### src/rtl/spi_xfer_arbiter.sv
// spi_xfer_arbiter: shares one spi_core master between NREQ requesters,
// granting round-robin and running each burst as single-word transactions.
//
// Ports:
//   clock, reset      system clock, synchronous active-high reset
//   req               per-requester level request, held until its done pulse
//   len               per-requester burst length (words = len + 1)
//   cfg               per-requester {cpol, cpha, clk_div[7:0]}
//   tx_data           per-requester next word to send
//   gnt               one-hot current owner
//   tx_ack            pulse: owner's tx_data word consumed
//   rx_data           last received word (shared)
//   rx_valid          pulse to owner: rx_data valid
//   done              pulse to owner: burst complete
//   cs_n              active-low chip selects, low for the whole burst
//   core_*            spi_core control, config and data
//   core_busy         spi_core busy
//   core_rx_data      spi_core received word
module spi_xfer_arbiter #(
    parameter int NREQ    = 2,
    parameter int D_WIDTH = 8,
    parameter int LEN_W   = 4
) (
    input  logic                    clock,
    input  logic                    reset,
    input  logic [NREQ-1:0]         req,
    input  logic [NREQ*LEN_W-1:0]   len,
    input  logic [NREQ*10-1:0]      cfg,
    input  logic [NREQ*D_WIDTH-1:0] tx_data,
    output logic [NREQ-1:0]         gnt,
    output logic [NREQ-1:0]         tx_ack,
    output logic [D_WIDTH-1:0]      rx_data,
    output logic [NREQ-1:0]         rx_valid,
    output logic [NREQ-1:0]         done,
    output logic [NREQ-1:0]         cs_n,
    output logic                    core_enable,
    output logic                    core_cont,
    output logic                    core_cpol,
    output logic                    core_cpha,
    output logic [7:0]              core_clk_div,
    output logic [D_WIDTH-1:0]      core_tx_data,
    input  logic                    core_busy,
    input  logic [D_WIDTH-1:0]      core_rx_data
);

    localparam int IDX_W = (NREQ > 1) ? $clog2(NREQ) : 1;

    typedef enum logic [2:0] {
        S_SYNC,
        S_IDLE,
        S_LOAD,
        S_START,
        S_WAIT_HI,
        S_WAIT_LO,
        S_FIN
    } state_t;

    state_t state_q, state_d;

    logic [IDX_W-1:0]   rr_q, rr_d;
    logic [IDX_W-1:0]   own_q, own_d;
    logic [LEN_W-1:0]   cnt_q, cnt_d;

    logic [NREQ-1:0]    gnt_d;
    logic [NREQ-1:0]    tx_ack_d;
    logic [NREQ-1:0]    rx_valid_d;
    logic [NREQ-1:0]    done_d;
    logic [NREQ-1:0]    cs_n_d;
    logic [D_WIDTH-1:0] rx_data_d;
    logic               core_enable_d;
    logic               core_cpol_d;
    logic               core_cpha_d;
    logic [7:0]         core_clk_div_d;
    logic [D_WIDTH-1:0] core_tx_data_d;

    logic [NREQ-1:0]    req_avail;
    logic               pick_found;
    logic [IDX_W-1:0]   pick_idx;
    logic [9:0]         pick_cfg;
    logic [LEN_W-1:0]   pick_len;
    logic [D_WIDTH-1:0] own_tx;
    logic [NREQ-1:0]    own_oh;
    logic [IDX_W-1:0]   rr_next;

    assign core_cont = 1'b0;

    // A requester whose done pulse is visible this cycle has not yet had
    // a chance to drop req, so its request is treated as stale.
    assign req_avail = req & ~done;

    assign own_oh  = NREQ'(1) << own_q;
    assign rr_next = (own_q == IDX_W'(NREQ - 1)) ? '0 : own_q + 1'b1;

    // Round-robin pick: first pass covers rr_q..NREQ-1, second pass wraps.
    always_comb begin
        pick_found = 1'b0;
        pick_idx   = '0;
        for (int k = 0; k < NREQ; k++) begin
            if (!pick_found && req_avail[k] && (IDX_W'(k) >= rr_q)) begin
                pick_found = 1'b1;
                pick_idx   = IDX_W'(k);
            end
        end
        for (int k = 0; k < NREQ; k++) begin
            if (!pick_found && req_avail[k]) begin
                pick_found = 1'b1;
                pick_idx   = IDX_W'(k);
            end
        end
    end

    always_comb begin
        pick_cfg = '0;
        pick_len = '0;
        own_tx   = '0;
        for (int k = 0; k < NREQ; k++) begin
            if (pick_idx == IDX_W'(k)) begin
                pick_cfg = cfg[k*10 +: 10];
                pick_len = len[k*LEN_W +: LEN_W];
            end
            if (own_q == IDX_W'(k)) begin
                own_tx = tx_data[k*D_WIDTH +: D_WIDTH];
            end
        end
    end

    always_comb begin
        state_d        = state_q;
        rr_d           = rr_q;
        own_d          = own_q;
        cnt_d          = cnt_q;
        gnt_d          = gnt;
        cs_n_d         = cs_n;
        tx_ack_d       = '0;
        rx_valid_d     = '0;
        done_d         = '0;
        core_enable_d  = 1'b0;
        rx_data_d      = rx_data;
        core_cpol_d    = core_cpol;
        core_cpha_d    = core_cpha;
        core_clk_div_d = core_clk_div;
        core_tx_data_d = core_tx_data;

        unique case (state_q)
            S_SYNC: begin
                if (!core_busy) begin
                    state_d = S_IDLE;
                end
            end
            S_IDLE: begin
                if (pick_found) begin
                    own_d          = pick_idx;
                    gnt_d          = NREQ'(1) << pick_idx;
                    cs_n_d         = ~(NREQ'(1) << pick_idx);
                    core_cpol_d    = pick_cfg[9];
                    core_cpha_d    = pick_cfg[8];
                    core_clk_div_d = pick_cfg[7:0];
                    cnt_d          = pick_len;
                    state_d        = S_LOAD;
                end
            end
            S_LOAD: begin
                core_tx_data_d = own_tx;
                tx_ack_d       = own_oh;
                state_d        = S_START;
            end
            S_START: begin
                core_enable_d = 1'b1;
                state_d       = S_WAIT_HI;
            end
            S_WAIT_HI: begin
                if (core_busy) begin
                    state_d = S_WAIT_LO;
                end
            end
            S_WAIT_LO: begin
                if (!core_busy) begin
                    rx_data_d  = core_rx_data;
                    rx_valid_d = own_oh;
                    if (cnt_q == '0) begin
                        state_d = S_FIN;
                    end else begin
                        cnt_d   = cnt_q - 1'b1;
                        state_d = S_LOAD;
                    end
                end
            end
            S_FIN: begin
                cs_n_d  = '1;
                done_d  = own_oh;
                gnt_d   = '0;
                rr_d    = rr_next;
                state_d = S_IDLE;
            end
            default: begin
                state_d = S_SYNC;
            end
        endcase
    end

    always_ff @(posedge clock) begin
        if (reset) begin
            state_q      <= S_SYNC;
            rr_q         <= '0;
            own_q        <= '0;
            cnt_q        <= '0;
            gnt          <= '0;
            tx_ack       <= '0;
            rx_valid     <= '0;
            done         <= '0;
            cs_n         <= '1;
            core_enable  <= 1'b0;
            core_cpol    <= 1'b0;
            core_cpha    <= 1'b0;
            core_clk_div <= '0;
            core_tx_data <= '0;
            rx_data      <= '0;
        end else begin
            state_q      <= state_d;
            rr_q         <= rr_d;
            own_q        <= own_d;
            cnt_q        <= cnt_d;
            gnt          <= gnt_d;
            tx_ack       <= tx_ack_d;
            rx_valid     <= rx_valid_d;
            done         <= done_d;
            cs_n         <= cs_n_d;
            core_enable  <= core_enable_d;
            core_cpol    <= core_cpol_d;
            core_cpha    <= core_cpha_d;
            core_clk_div <= core_clk_div_d;
            core_tx_data <= core_tx_data_d;
            rx_data      <= rx_data_d;
        end
    end

endmodule

### config.mk
export PLATFORM = sky130hd
export DESIGN_NAME = spi_xfer_arbiter
export DESIGN_NICKNAME = d
export VERILOG_FILES = /design/src/rtl/spi_xfer_arbiter.sv
export SDC_FILE = /design/constraint.sdc
export NUM_CORES = 1
export LEC_CHECK = 0
export ABC_AREA = 1
export CAP_MARGIN = 20
export CORE_UTILIZATION = 44
export DETAILED_ROUTE_END_ITERATION = 8
export PLACE_DENSITY = 0.85
export SLEW_MARGIN = 20
export SYNTH_ARGS = -nofsm -noshare
export SYNTH_HDL_FRONTEND = slang
export SYNTH_SLANG_ARGS = --single-unit
### constraint.sdc
create_clock -name clock -period 3.75 [get_ports clock]
set_input_delay 0.375 -clock clock [delete_from_list [all_inputs] [get_ports clock]]
set_output_delay 0.375 -clock clock [all_outputs]
set_load 0.01 [all_outputs]
==> metrics.csv, run 1 <==
stage,metric,value,unit
routing,totalWireLength,4920,um
worst_setup_path,cp-end-kind,flop,
finish,net_total_in_the_final_layout,436,
sta,timing_max_transition_violations_final,0,
flow_run,timing.max_cap.violations,0,
global_route,via_count_of_the_first_global_routing_pass,1916,
worst_setup_path,timing.critical_path.from,reset,
synth,number_of_register_bits_inferred_by_synthesis,46,
sta,finalHoldViolations,0,
routing,remaining_drc_errors,18,
hold_path,hp-class,flop to flop,
routing,route.detailed.vias_per_inst,4.77,
sta,max_clock_freq,581,MHz
floorplan,die_height,70.5,um
power_and_ir_drop,powerDensity,378,nW/um^2
clock_network,postCtsResizedCells,0,
sta,rsz0062_at_grt,no,
routing,antenna_left,0,
worst_setup_path,regToRegStartpoint,state_q[2],
global_route,grt_start_max_net_pins,24,
sta,worst_slew_pin_slew,0.614,ns
floorplan,die_width,70.5,um
worst_setup_path,setup.worst_path.start_class,primary input,
sta,post-route-worst-setup-slack,2.03,ns
routing,via_count_of_the_routed_design,2051,
power_and_ir_drop,leakage_power_of_the_design,1.28,nW
sta,setup_tns,0,ns
sta,period_share,45.9,%
floorplan,core.rowCount,24,
clock_network,cts_inserted_buffers,5,
worst_setup_path,cp_max_fo,23,
clock_network,cts-htree-levels,2,
global_route,antenna_violations_before_repair,0,
power_and_ir_drop,vdd.ir_drop.worst,0.000270,V
clock_network,post-cts-setup-buffers,0,
status,outcome,"finished, violations left",
worst_setup_path,worstPathRequired,4.00,ns
synth,synth-seq-area-share,44.6,%
worst_setup_path,cp_data_arrival_time,1.97,ns
floorplan,floorplan.initialDensity,46.5,%
finish,layout_commonest_cell,sky130_fd_sc_hd__clkdlybuf4s50_1,
clock_network,clock_sink_count,46,
synth,synthCells,288,
synth,synth.cell_area,2060,um^2
worst_setup_path,setup.worst_path.class,primary input to flop,
finish,post_route_cells_drive_above_1_share,5.29,%
finish,antennaDiodeCount,0,
clock_network,clk_pin_slew_worst_paths,0.08,ns
routing,drt_iter0_markers,139,
synth,post_synth_num_cell_types,34,
floorplan,area_of_the_die,4970,um^2
place,io_buffer_count,93,
sta,fin_skew,0.00384,ns
finish,syn2layout_area_growth,50.8,%
global_route,grt_use_total,20.4,%
clock_network,tritoncts,done,
sta,slew_headroom,58.9,%
global_route,overflow,0,
finish,fillCellCount,370,
place,hpwlAfterDp,3630,um
finish,most_frequent_cells_in_the_layout,"sky130_fd_sc_hd__clkdlybuf4s50_1 (93), sky130_fd_sc_hd__nand2_1 (87), sky130_fd_sc_hd__dfxtp_1 (46)",
sta,timing.final.crit_period,1.72,ns
global_route,global_route_wire_length_before_repair,8070,um
finish,area.sequential,921,um^2
place,gp_routability_congestion,0.757,
floorplan,num_io_pins,95,
routing,avgRoutedWirePerCell,11.4,um
clock_network,clock_root_buffer,sky130_fd_sc_hd__clkbuf_8,
routing,detailedRoute.firstPassIterationCount,6,
status,failed_checks,DRC,
clock_network,clockBufferDepth,2,
floorplan,core-area,4440,um^2
hold_path,min_from,core_tx_data[1],
clock_network,clk-insertion-delay-late,0.30,ns
sta,finalSetupViolCount,0,
synth,synth_warnings,0,
synth,avgSynthCellArea,7.17,um^2
place,place_ws,1.73,ns
synth,post_synthesis_net_count,347,
finish,multi_input_gate_area,953,um^2
clock_network,cts_hold_buf,0,
-- where the power goes --
group          switching (mW)  internal, mW  total [mW]
combinational           0.126         0.139       0.265
clock                   0.167         0.200       0.367
sequential             0.0242         0.521       0.545
-- routing by layer --
layer	global-route usage (%)	vias up	routed length (um)
met4	6.58	0	72
met5	0	-	0
met2	36.0	70	2300
met3	5.92	9	386
li1	-	1086	-
met1	23.7	886	2170
-- worst max-delay path, stage by stage --
cell and delay [ns]:
sky130_fd_sc_hd__clkdlybuf4s50_1 0.40, sky130_fd_sc_hd__buf_4 0.20, sky130_fd_sc_hd__inv_1 0.47, sky130_fd_sc_hd__nand2_1 0.21, sky130_fd_sc_hd__nor2_1 0.17, sky130_fd_sc_hd__o21a_1 0.13
-- area by class of cell --
type                            count  share of cell area (%)
Multi-Input combinational cell    198                    30.6
Timing Repair Buffer               94                    30.1
Sequential cell                    46                    29.6
Inverter                           32                    3.94
Clock buffer                        5                    2.21
Tap cell                           52                    2.09
Clock inverter                      3                    1.41
-- worst paths after layout --
kind / end / slack [ns] / cells after the start
max: gnt[1] / 2.03 / 6
max reg2reg: core_tx_data[7] / 2.18 / 4
min reg2reg: core_tx_data[1] / 0.45 / 2
min: core_tx_data[1] / 0.45 / 2
-- sequential cells by signal (all words and copies together) (netlist names) --
name          cells
core_clk_div      8
core_tx_data      8
rx_data           8
cnt_q             4
state_q           3
cs_n              2
done              2
gnt               2
rx_valid          2
tx_ack            2
core_cpha         1
core_cpol         1
core_enable       1
own_q             1
rr_q              1
-- metrics by stage --
stage	util [%]	area [um^2]	hold WS, ns	total power [mW]	std cells
floorplan	-	2060	0.456	0.695	288
global placement	67.5	3000	0.432	0.817	422
detailed placement	67.5	3000	0.438	0.821	422
CTS	70.0	3110	0.450	1.19	430
global route	70.0	3110	0.464	1.24	430
finish	70.0	3110	0.449	1.18	430
-- cell usage after synthesis --
| master | instances | area, um^2 |
|---|---|---|
| sky130_fd_sc_hd__or2_0 | 1 | 6.26 |
| sky130_fd_sc_hd__nand2_4 | 2 | 22.5 |
| sky130_fd_sc_hd__inv_4 | 1 | 6.26 |
| sky130_fd_sc_hd__o21ai_0 | 18 | 90.1 |
| sky130_fd_sc_hd__buf_2 | 3 | 15.0 |
| sky130_fd_sc_hd__a21oi_1 | 11 | 55.1 |
| sky130_fd_sc_hd__buf_6 | 2 | 22.5 |
| sky130_fd_sc_hd__nand4_1 | 1 | 6.26 |
| sky130_fd_sc_hd__inv_2 | 1 | 3.75 |
| sky130_fd_sc_hd__nor4_1 | 1 | 6.26 |
| sky130_fd_sc_hd__nand2_2 | 1 | 6.26 |
| sky130_fd_sc_hd__ha_1 | 2 | 25.0 |
| sky130_fd_sc_hd__a21oi_2 | 1 | 8.76 |
| sky130_fd_sc_hd__o22ai_1 | 1 | 6.26 |
| sky130_fd_sc_hd__o21a_1 | 1 | 7.51 |
| sky130_fd_sc_hd__clkbuf_1 | 5 | 18.8 |
| sky130_fd_sc_hd__o21ai_1 | 3 | 15.0 |
| sky130_fd_sc_hd__dfxtp_1 | 46 | 921 |
| sky130_fd_sc_hd__conb_1 | 1 | 3.75 |
| sky130_fd_sc_hd__nor2_1 | 29 | 109 |
| sky130_fd_sc_hd__xnor2_1 | 1 | 8.76 |
| sky130_fd_sc_hd__buf_1 | 1 | 3.75 |
| sky130_fd_sc_hd__inv_1 | 30 | 113 |
| sky130_fd_sc_hd__o21bai_1 | 1 | 7.51 |
| sky130_fd_sc_hd__nand3_1 | 13 | 65.1 |
| sky130_fd_sc_hd__nor3_1 | 6 | 30.0 |
| sky130_fd_sc_hd__a21oi_4 | 1 | 16.3 |
| sky130_fd_sc_hd__nand3b_1 | 1 | 7.51 |
| sky130_fd_sc_hd__nor2_8 | 1 | 20.0 |
| sky130_fd_sc_hd__a31oi_1 | 10 | 62.6 |
| sky130_fd_sc_hd__a211oi_1 | 1 | 7.51 |
| sky130_fd_sc_hd__buf_4 | 1 | 7.51 |
| sky130_fd_sc_hd__nand2_1 | 87 | 327 |
| sky130_fd_sc_hd__nor2_4 | 3 | 33.8 |
-- cell families (layout without fill, tap and decap cells) --
family | Yosys count | in the layout | synth area share [%]
AO/OA/AOI/OAI | 48 | 48 | 13.4
XOR/XNOR | 1 | 1 | 0.424
adder cells (fa/ha/maj) | 2 | 2 | 1.21
buffers and inverters | 44 | 134 | 9.21
flip-flops | 46 | 46 | 44.6
other | 1 | 1 | 0.182
AND/OR/NAND/NOR | 146 | 146 | 31.0
(Power assumes the default switching activity.)
==> inputs of run 2 (changes only) <==
Settings changed: CORE_UTILIZATION 44 to 41, PLACE_DENSITY 0.85 to 0.8.
Clock period 3.75 ns to 1.7 ns, I/O delays scaled along.
==> run 2 against run 1 <==
  * The run now ends clean
  * Non-clock buffer count grew 5
  * Clock power grew 120%
  * Combinational power grew 130%
  * Flip-flop and latch count is the same
  * Clock-buffer cell count grew 2
  * Worst hold slack lost 0.013 ns
  * Setup slack lost 1.8 ns
  * Clock skew grew 0.0036 ns
  * Critical endpoint is now cnt_q[1]
==> metrics.csv, run 2 (synthesis gave the netlist of run 1 again) <==
stage,metric,value,unit
status,outcome,completed,
clock_network,cts_inserted_buffers,5,
sta,timing.final.crit_period,1.48,ns
power_and_ir_drop,leakage_power_of_the_design,1.30,nW
finish,antennaDiodeCount,0,
sta,post-route-worst-setup-slack,0.224,ns
floorplan,die_width,73.0,um
clock_network,clk-insertion-delay-late,0.29,ns
worst_setup_path,cp_data_arrival_time,1.67,ns
place,place_ws,0.0620,ns
worst_setup_path,cp_max_fo,13,
floorplan,floorplan.initialDensity,43.1,%
worst_setup_path,critPathMostFrequentCell,sky130_fd_sc_hd__nor2_1,
hold_path,min_from,cfg[6],
hold_path,hp-class,primary input to flop,
sta,hold-worst-slack,0.436,ns
floorplan,num_io_pins,95,
place,gp_routability_congestion,0.807,
routing,detailed_route_wirelength_on_metal2,2240,um
sta,finalSetupViolCount,0,
worst_setup_path,cp_top_family,simple AND/OR/NAND/NOR gates,
sta,period_share,86.8,%
routing,antenna_left,0,
worst_setup_path,critical_path.n_buffers_inverters,1,
sta,finalHoldViolations,0,
place,hpwlAfterDp,3670,um
global_route,antenna_violations_before_repair,0,
clock_network,cts-htree-levels,2,
floorplan,core.rowCount,25,
sta,timing_max_transition_violations_final,0,
routing,route.detailed.vias_per_inst,4.59,
routing,detailedRoute.firstPassIterationCount,4,
clock_network,cts_hold_buf,0,
routing,avgRoutedWirePerCell,11.1,um
finish,most_frequent_cells_in_the_layout,"sky130_fd_sc_hd__clkdlybuf4s50_1 (93), sky130_fd_sc_hd__nand2_1 (87), sky130_fd_sc_hd__dfxtp_1 (46)",
floorplan,die_height,73.0,um
global_route,via_count_of_the_first_global_routing_pass,1855,
global_route,global_route_wire_length_before_repair,7900,um
worst_setup_path,timing.critical_path.slowest_stage_cell,sky130_fd_sc_hd__dfxtp_1,
finish,layout_commonest_cell,sky130_fd_sc_hd__clkdlybuf4s50_1,
finish,net_total_in_the_final_layout,441,
clock_network,clk_pin_slew_worst_paths,0.08,ns
finish,post_route_cells_drive_above_1_share,6.01,%
routing,routedLengthMet1,2310,um
worst_setup_path,setup.worst_path.class,flop to flop,
worst_setup_path,worstPathRequired,1.90,ns
worst_setup_path,cp_cell_sequence,inv_4 > nor2_8 > nand2_4 > a21oi_4 > nand2_1 > nor2_1 > nor2_1,
sta,fin_skew,0.00748,ns
floorplan,area_of_the_die,5320,um^2
clock_network,clock_sink_count,46,
clock_network,clock_root_buffer,sky130_fd_sc_hd__clkbuf_8,
clock_network,postCtsResizedCells,0,
place,io_buffer_count,93,
clock_network,clockBufferDepth,2,
global_route,grt_start_max_net_pins,19,
routing,via_count_of_the_routed_design,2066,
routing,met3_length,376,um
power_and_ir_drop,powerDensity,820,nW/um^2
global_route,grt_use_total,19.0,%
floorplan,core-area,4790,um^2
worst_setup_path,critical_path.max_stage_delay,0.51,ns
routing,drt_iter0_markers,51,
clock_network,post-cts-setup-buffers,0,
power_and_ir_drop,vdd.ir_drop.worst,0.000428,V
global_route,overflow,0,
worst_setup_path,setup.worst_path.start_class,flop,
routing,remaining_drc_errors,0,
finish,top_regs,"core_clk_div: 8 flops, core_tx_data: 8 flops, rx_data: 8 flops",
flow_run,timing.max_cap.violations,0,
routing,totalWireLength,4980,um
worst_setup_path,regToRegStartpoint,state_q[2],
sta,max_clock_freq,678,MHz
clock_network,tritoncts,done,
worst_setup_path,timing.critical_path.from,state_q[2],
finish,syn2layout_area_growth,53.2,%
routing,topRoutingLayerUsed,met4,
finish,fillCellCount,441,
sta,setup_tns,0,ns
worst_setup_path,cp-end-kind,flop,
sta,rsz0062_at_grt,no,
==> run 2: worst paths after layout <==
path	end	slack [ns]	cells past startpoint
max	cnt_q[1]	0.22	7
min	core_clk_div[6]	0.44	3
max reg2reg	cnt_q[1]	0.22	7
min reg2reg	core_tx_data[4]	0.44	2
==> run 2: tightest hold or removal path: stages <==
cell                              delay [ns]
sky130_fd_sc_hd__clkdlybuf4s50_1        0.39
sky130_fd_sc_hd__nand2_1                0.06
sky130_fd_sc_hd__a31oi_1                0.06
==> run 2: power by group <==
group	switching, mW	total (mW)	internal [mW]
registers	0.0429	1.19	1.15
logic	0.294	0.614	0.319
clock network	0.350	0.790	0.440
total	0.687	2.60	1.91
==> run 2: per-layer routing <==
layer	vias up	GRT usage, %
met2	77	32.3
met1	889	23.9
li1	1093	-
met3	7	5.39
met5	-	0
met4	0	4.36
==> run 2: per-stage QoR <==
stage / util [%] / total power [mW] / std cells / instance area [um^2]
5_1_grt: 66.1 / 2.73 / 450 / 3160
4_1_cts: 66.1 / 2.62 / 450 / 3160
2_1_floorplan: - / 1.53 / 288 / 2060
3_5_place_dp: 63.9 / 1.83 / 442 / 3060
6_report: 66.1 / 2.60 / 450 / 3160
3_3_place_gp: 63.9 / 1.82 / 442 / 3060
==> run 2: area by class of cell <==
cell class                      instances  area [um^2]  area share (%)
Tap cell                               67         83.8            2.65
Multi-Input combinational cell        198          953            30.1
Inverter                               32          123            3.88
Clock buffer                            7         76.3            2.41
Timing Repair Buffer                   99          976            30.9
Clock inverter                          1         30.0           0.949
Sequential cell                        46          921            29.1
==> inputs of run 3 (changes only) <==
Settings changed: GPL_ROUTABILITY_DRIVEN from default to 1.
==> results of run 3 <==
Same layout as run 2: the final DEF is identical, and so are final timing and power.
